**src/rtl/rotation_bram_ctrl.sv**
```systemverilog
// rtl/rotation_bram_ctrl.sv - dual-port sequencer for the 2x2 rotation/identity matrix BRAM
//
// Loads identity, writes a full 2x2 matrix and reads it back, using both BRAM ports
// in parallel (A: column 0, B: column 1 of the row being accessed).
// Ports:
//   clk, rst                      clock, synchronous active-high reset
//   init_start/wr_start/rd_start  one-cycle requests, sampled only in IDLE (init > wr > rd)
//   w00..w11                      matrix to write, latched in the accept cycle
//   m00..m11, rd_valid            last matrix read, updated with the rd_valid pulse
//   init_done, wr_done, err       one-cycle completion / rejection pulses
//   busy, loaded                  operation in flight / BRAM holds valid contents
//   ena_*/wea_*/addr_*/din_*/dout_* BRAM port A and port B
module rotation_bram_ctrl #(
    parameter int                DATA_W  = 32,
    parameter int                ADDR_W  = 2,
    parameter logic [DATA_W-1:0] ONE_VAL = 32'h3F80_0000,
    parameter int                RD_LAT  = 2
) (
    input  logic              clk,
    input  logic              rst,
    input  logic              init_start,
    input  logic              wr_start,
    input  logic              rd_start,
    input  logic [DATA_W-1:0] w00,
    input  logic [DATA_W-1:0] w01,
    input  logic [DATA_W-1:0] w10,
    input  logic [DATA_W-1:0] w11,
    output logic [DATA_W-1:0] m00,
    output logic [DATA_W-1:0] m01,
    output logic [DATA_W-1:0] m10,
    output logic [DATA_W-1:0] m11,
    output logic              rd_valid,
    output logic              init_done,
    output logic              wr_done,
    output logic              busy,
    output logic              loaded,
    output logic              err,
    output logic              ena_A,
    output logic              wea_A,
    output logic [ADDR_W-1:0] addr_A,
    output logic [DATA_W-1:0] din_A,
    input  logic [DATA_W-1:0] dout_A,
    output logic              ena_B,
    output logic              wea_B,
    output logic [ADDR_W-1:0] addr_B,
    output logic [DATA_W-1:0] din_B,
    input  logic [DATA_W-1:0] dout_B
);

    typedef enum logic [2:0] {
        IDLE, INIT0, INIT1, WR0, WR1, RD0, RD1, RD_WAIT
    } state_t;

    state_t state, state_nxt;

    logic [DATA_W-1:0] w00_q, w01_q, w10_q, w11_q;
    logic [DATA_W-1:0] c00, c01;

    // Read tag pipe: stage k holds the pair issued k+1 cycles ago, so the last
    // stage lines up with the BRAM output for that issue.
    logic [RD_LAT-1:0] tag_vld;
    logic [RD_LAT-1:0] tag_pair;
    logic              issue_vld;
    logic              issue_pair;
    logic              last_capture;

    assign last_capture = tag_vld[RD_LAT-1] && tag_pair[RD_LAT-1];
    assign busy         = (state != IDLE);

    always_comb begin
        state_nxt  = state;
        ena_A      = 1'b0;
        wea_A      = 1'b0;
        addr_A     = '0;
        din_A      = '0;
        ena_B      = 1'b0;
        wea_B      = 1'b0;
        addr_B     = '0;
        din_B      = '0;
        issue_vld  = 1'b0;
        issue_pair = 1'b0;
        case (state)
            IDLE: begin
                if (init_start)
                    state_nxt = INIT0;
                else if (loaded && wr_start)
                    state_nxt = WR0;
                else if (loaded && rd_start)
                    state_nxt = RD0;
            end
            INIT0: begin
                {ena_A, wea_A, ena_B, wea_B} = 4'b1111;
                addr_A    = ADDR_W'(0);
                din_A     = ONE_VAL;
                addr_B    = ADDR_W'(1);
                state_nxt = INIT1;
            end
            INIT1: begin
                {ena_A, wea_A, ena_B, wea_B} = 4'b1111;
                addr_A    = ADDR_W'(2);
                addr_B    = ADDR_W'(3);
                din_B     = ONE_VAL;
                state_nxt = IDLE;
            end
            WR0: begin
                {ena_A, wea_A, ena_B, wea_B} = 4'b1111;
                addr_A    = ADDR_W'(0);
                din_A     = w00_q;
                addr_B    = ADDR_W'(1);
                din_B     = w01_q;
                state_nxt = WR1;
            end
            WR1: begin
                {ena_A, wea_A, ena_B, wea_B} = 4'b1111;
                addr_A    = ADDR_W'(2);
                din_A     = w10_q;
                addr_B    = ADDR_W'(3);
                din_B     = w11_q;
                state_nxt = IDLE;
            end
            RD0: begin
                ena_A     = 1'b1;
                ena_B     = 1'b1;
                addr_A    = ADDR_W'(0);
                addr_B    = ADDR_W'(1);
                issue_vld = 1'b1;
                state_nxt = RD1;
            end
            RD1: begin
                ena_A      = 1'b1;
                ena_B      = 1'b1;
                addr_A     = ADDR_W'(2);
                addr_B     = ADDR_W'(3);
                issue_vld  = 1'b1;
                issue_pair = 1'b1;
                state_nxt  = RD_WAIT;
            end
            RD_WAIT: begin
                if (last_capture)
                    state_nxt = IDLE;
            end
            default: state_nxt = IDLE;
        endcase
    end

    always_ff @(posedge clk) begin
        if (rst) begin
            state     <= IDLE;
            init_done <= 1'b0;
            wr_done   <= 1'b0;
            rd_valid  <= 1'b0;
            err       <= 1'b0;
            loaded    <= 1'b0;
            w00_q     <= '0;
            w01_q     <= '0;
            w10_q     <= '0;
            w11_q     <= '0;
            c00       <= '0;
            c01       <= '0;
            m00       <= '0;
            m01       <= '0;
            m10       <= '0;
            m11       <= '0;
            tag_vld   <= '0;
            tag_pair  <= '0;
        end else begin
            state     <= state_nxt;
            init_done <= (state == INIT1);
            wr_done   <= (state == WR1);
            // Init wins outright; otherwise any wr/rd while unloaded is rejected.
            err       <= (state == IDLE) && !init_start && !loaded && (wr_start || rd_start);
            rd_valid  <= 1'b0;
            if (state == INIT1)
                loaded <= 1'b1;
            // Only the last IDLE cycle (the accept cycle) matters for WR0/WR1.
            if (state == IDLE) begin
                w00_q <= w00;
                w01_q <= w01;
                w10_q <= w10;
                w11_q <= w11;
            end
            tag_vld[0]  <= issue_vld;
            tag_pair[0] <= issue_pair;
            for (int i = 1; i < RD_LAT; i++) begin
                tag_vld[i]  <= tag_vld[i-1];
                tag_pair[i] <= tag_pair[i-1];
            end
            // Row 0 is staged so all four outputs change together with rd_valid.
            if (tag_vld[RD_LAT-1]) begin
                if (!tag_pair[RD_LAT-1]) begin
                    c00 <= dout_A;
                    c01 <= dout_B;
                end else begin
                    m00      <= c00;
                    m01      <= c01;
                    m10      <= dout_A;
                    m11      <= dout_B;
                    rd_valid <= 1'b1;
                end
            end
        end
    end

endmodule

```
**config.mk**
```make
export PLATFORM = sky130hd
export DESIGN_NAME = rotation_bram_ctrl
export DESIGN_NICKNAME = d
export VERILOG_FILES = /design/src/rtl/rotation_bram_ctrl.sv
export SDC_FILE = /design/constraint.sdc
export NUM_CORES = 1
export LEC_CHECK = 0
export CORE_MARGIN = 2
export CORE_UTILIZATION = 35
export DETAILED_ROUTE_END_ITERATION = 8
export PLACE_DENSITY = 0.71
export SLEW_MARGIN = 5
export SYNTH_ARGS = -nofsm -noshare
export SYNTH_HDL_FRONTEND = slang
export SYNTH_SLANG_ARGS = --single-unit
```
**constraint.sdc**
```tcl
create_clock -name clk -period 4.58 [get_ports clk]
set_input_delay 0.687 -clock clk [delete_from_list [all_inputs] [get_ports clk]]
set_output_delay 0.687 -clock clk [all_outputs]
set_load 0.005 [all_outputs]
```
==> out/summary.txt <==
Crit share post-route = 0.876
VDD IR max = 0.259 mV
GRT overflow = 0
Clk sink count = 332
Ys flop type = dfxtp_1
Max cap viols = 0
HP Start = tag_vld[0]
Top post-synthesis cells by area = dfxtp_1 55%, nand2_1 20%, a21oi_1 13%
Core area = 34400 sq um
Synthesis-to-layout area growth = 44.4%
P_leak = 6.23 nW
Synthesized area = 12200 sq um
Max stage delay cell, worst path = and2_2
Initial antenna violation count = 1
Die Y = 190 um
Maximum clock insertion buffer count = 3
Hold Vio Cnt, Final = 0
NumNets Final = 2065
WP buf/inv = 2
Yosys warns = 0
Iter 0 DRT Violations = 562
Multi-input logic area = 4940 sq um
Setup Fix Bufs, Post-CTS = 0
CTS-repair resized insts = 0
Post-route ant nets = 0
Syn_nets = 1742
Outcome = finished, final reports clean
First drt pass iteration count = 5
Vias in the first global route = 10800
Slew margin rel. = 0.134
Slew of the pin with the lowest slew margin = 1.30 ns
Critical path endpoint category = primary output
Initial core utilization = 0.354
CP Depth = 5
Post-Route WL = 37.8 mm
RR Startpoint = state[0]
Post-route setup slack = 0.566 ns
R2R setup slack = 2.12 ns
Post-Syn Instances = 1545
WL per Instance = 16.1 um
Worst skew pair latency = 0.51 ns
Worst R2R Path Depth = 5
Clock skew = 0.0128 ns
I/O pin cnt = 403
Die area = 36200 sq um
H-tree depth = 2
Die width = 190 um
Cell Rows = 68
FMAX = 249 MHz
EDFF count, synth = 0
CTS buffer count = 37
Crit-path cells = buf_4 -> nor2b_1 -> and2_2 -> a22o_1 -> clkdlybuf4s50_1
Placer Congestion = 0.921
Arr. time, crit path = 3.33 ns
CTS tree = built
Slew Limit Fails = 0
Top-area cell type share of the netlist area = 0.547
First-pass GRT wire length = 58.4 mm
Worst setup SP type = register
Root buffer cell = clkbuf_16
Worst Hold Path EP = tag_vld[1]
Fill cells = 3212
Clk pin slew, worst setup/hold paths = 0.06 ns
Synth area leader = dfxtp_1
ANT cells = 0
Worst r2r dst = w01_q[5]
CP Max Fanout = 50
Via Count = 11500
Post-Syn Area per Cell = 7.87 sq um
Final Critical Period = 4.01 ns
CP peak stage delay = 0.97 ns
Final setup viols = 0
IO buf count = 401
HP Class = register to register
CP required = 3.89 ns
RSZ-0062 raised after global routing = false
DPL Wire Length = 25.3 mm
Hold buffers post-CTS = 0
Setup WS pre-CTS = 1.10 ns
Largest net degree at the start of global routing = 155
Kind of cell adding the most delay to the critical path = simple AND/OR/NAND/NOR gates
Hold Path Stages = 1
Synth unique cells = 30
PD cells = 391 nW/um^2
FF+latch area = 6650 sq um
Final setup TNS = 0 ns
Sequential element share of the synthesized area = 0.547
Detailed-route DRC error count = 0
FF+latch count, synth = 332
Routed vias/inst = 4.90
Setup Crit Path Kind = register to primary output
Ratio of cells with drive above 1 in the final layout = 0.0444
All-Layer GR Usage = 0.199
Ys async rst share = 0
cell type report:
type / instances / share of cell area
inverters: 3 / 0.000785
repair buffers: 412 / 0.235
clock inverters: 9 / 0.00892
clock buffers: 52 / 0.0623
well taps: 455 / 0.0325
multi-input cells: 1082 / 0.282
flip-flops and latches: 332 / 0.379
Yosys cell counts (3+ instances only):
master      n
buf_1       6
nor2b_1     5
a21oi_1   323
nand2_1   642
buf_2      34
dfxtp_1   332
a22o_1     57
buf_6       5
clkbuf_1   78
nor2_1     10
o21ai_0     9
and2_1      3
buf_4       5
a21bo_2     7
nand2b_1    8
placed cells by master, fill, tap and decap left out, types with 4 or more instances in the layout:
cell type        Yosys  routed
a21bo_2              7       7
a21oi_1            323     323
a22o_1              57      57
buf_4                5       9
bufinv_16            0       4
clkbuf_1            78       4
clkbuf_16            0      37
clkbuf_8             0      11
clkdlybuf4s50_1      0     400
dfxtp_1            332     332
nand2_1            642     641
nand2b_1             8       7
nor2_1              10      10
nor2b_1              5       4
o21ai_0              9       9
through the flow:
stage          power [mW]  hold WS [ns]   util  area, sq um  instances
2_1_floorplan        3.54         0.414      -        12200       1545
5_1_grt              7.13         0.464  0.510        17500       2345
3_3_place_gp         3.89         0.436  0.474        16300       2284
3_5_place_dp         3.90         0.433  0.474        16300       2284
4_1_cts              6.94         0.451  0.510        17500       2345
6_report             6.86         0.444  0.510        17500       2345
cell families (layout without fill, tap and decap cells):
group           Yosys count  in the layout  share of synthesized area
xor+xnor                  2              2                    0.00144
flops                   332            332                      0.547
other cells               1              1                   0.000309
buf+inv                 131            476                     0.0486
compound gates          404            404                      0.188
simple gates            675            675                      0.214
worst register-to-register path, cell delays in order (launching register included):
cell and delay, ns:
dfxtp_1 0.60, nor3_4 0.21, inv_4 0.33, buf_4 0.83
nand2_1 0.23, a21oi_1 0.19
routing by layer:
metal / wire, um / track usage / vias to the layer above
met5: 13 / 0 / -
li1: - / - / 5684
met2: 16900 / 0.318 / 455
met1: 15700 / 0.249 / 5279
met4: 1130 / 0.0650 / 2
met3: 4040 / 0.0731 / 73
power breakdown:
| group | internal (mW) | switching [mW] | total [mW] |
|---|---|---|---|
| clock network | 1.88 | 1.14 | 3.02 |
| logic | 0.351 | 0.387 | 0.738 |
| registers | 3.02 | 0.0837 | 3.11 |
| total | 5.25 | 1.61 | 6.86 |
how the worst max path moves through the flow:
| stage | from | endpoint | slack, ns |
|---|---|---|---|
| CTS | state[1] | din_A[31] | 0.53 |
| global route | state[1] | din_B[10] | 0.31 |
| floorplan | state[1] | din_A[0] | 2.61 |
| global placement | state[1] | din_B[2] | 1.27 |
| finish | state[1] | din_A[31] | 0.57 |
| detailed placement | state[1] | din_B[2] | 1.10 |
(Power assumes the default switching activity.)
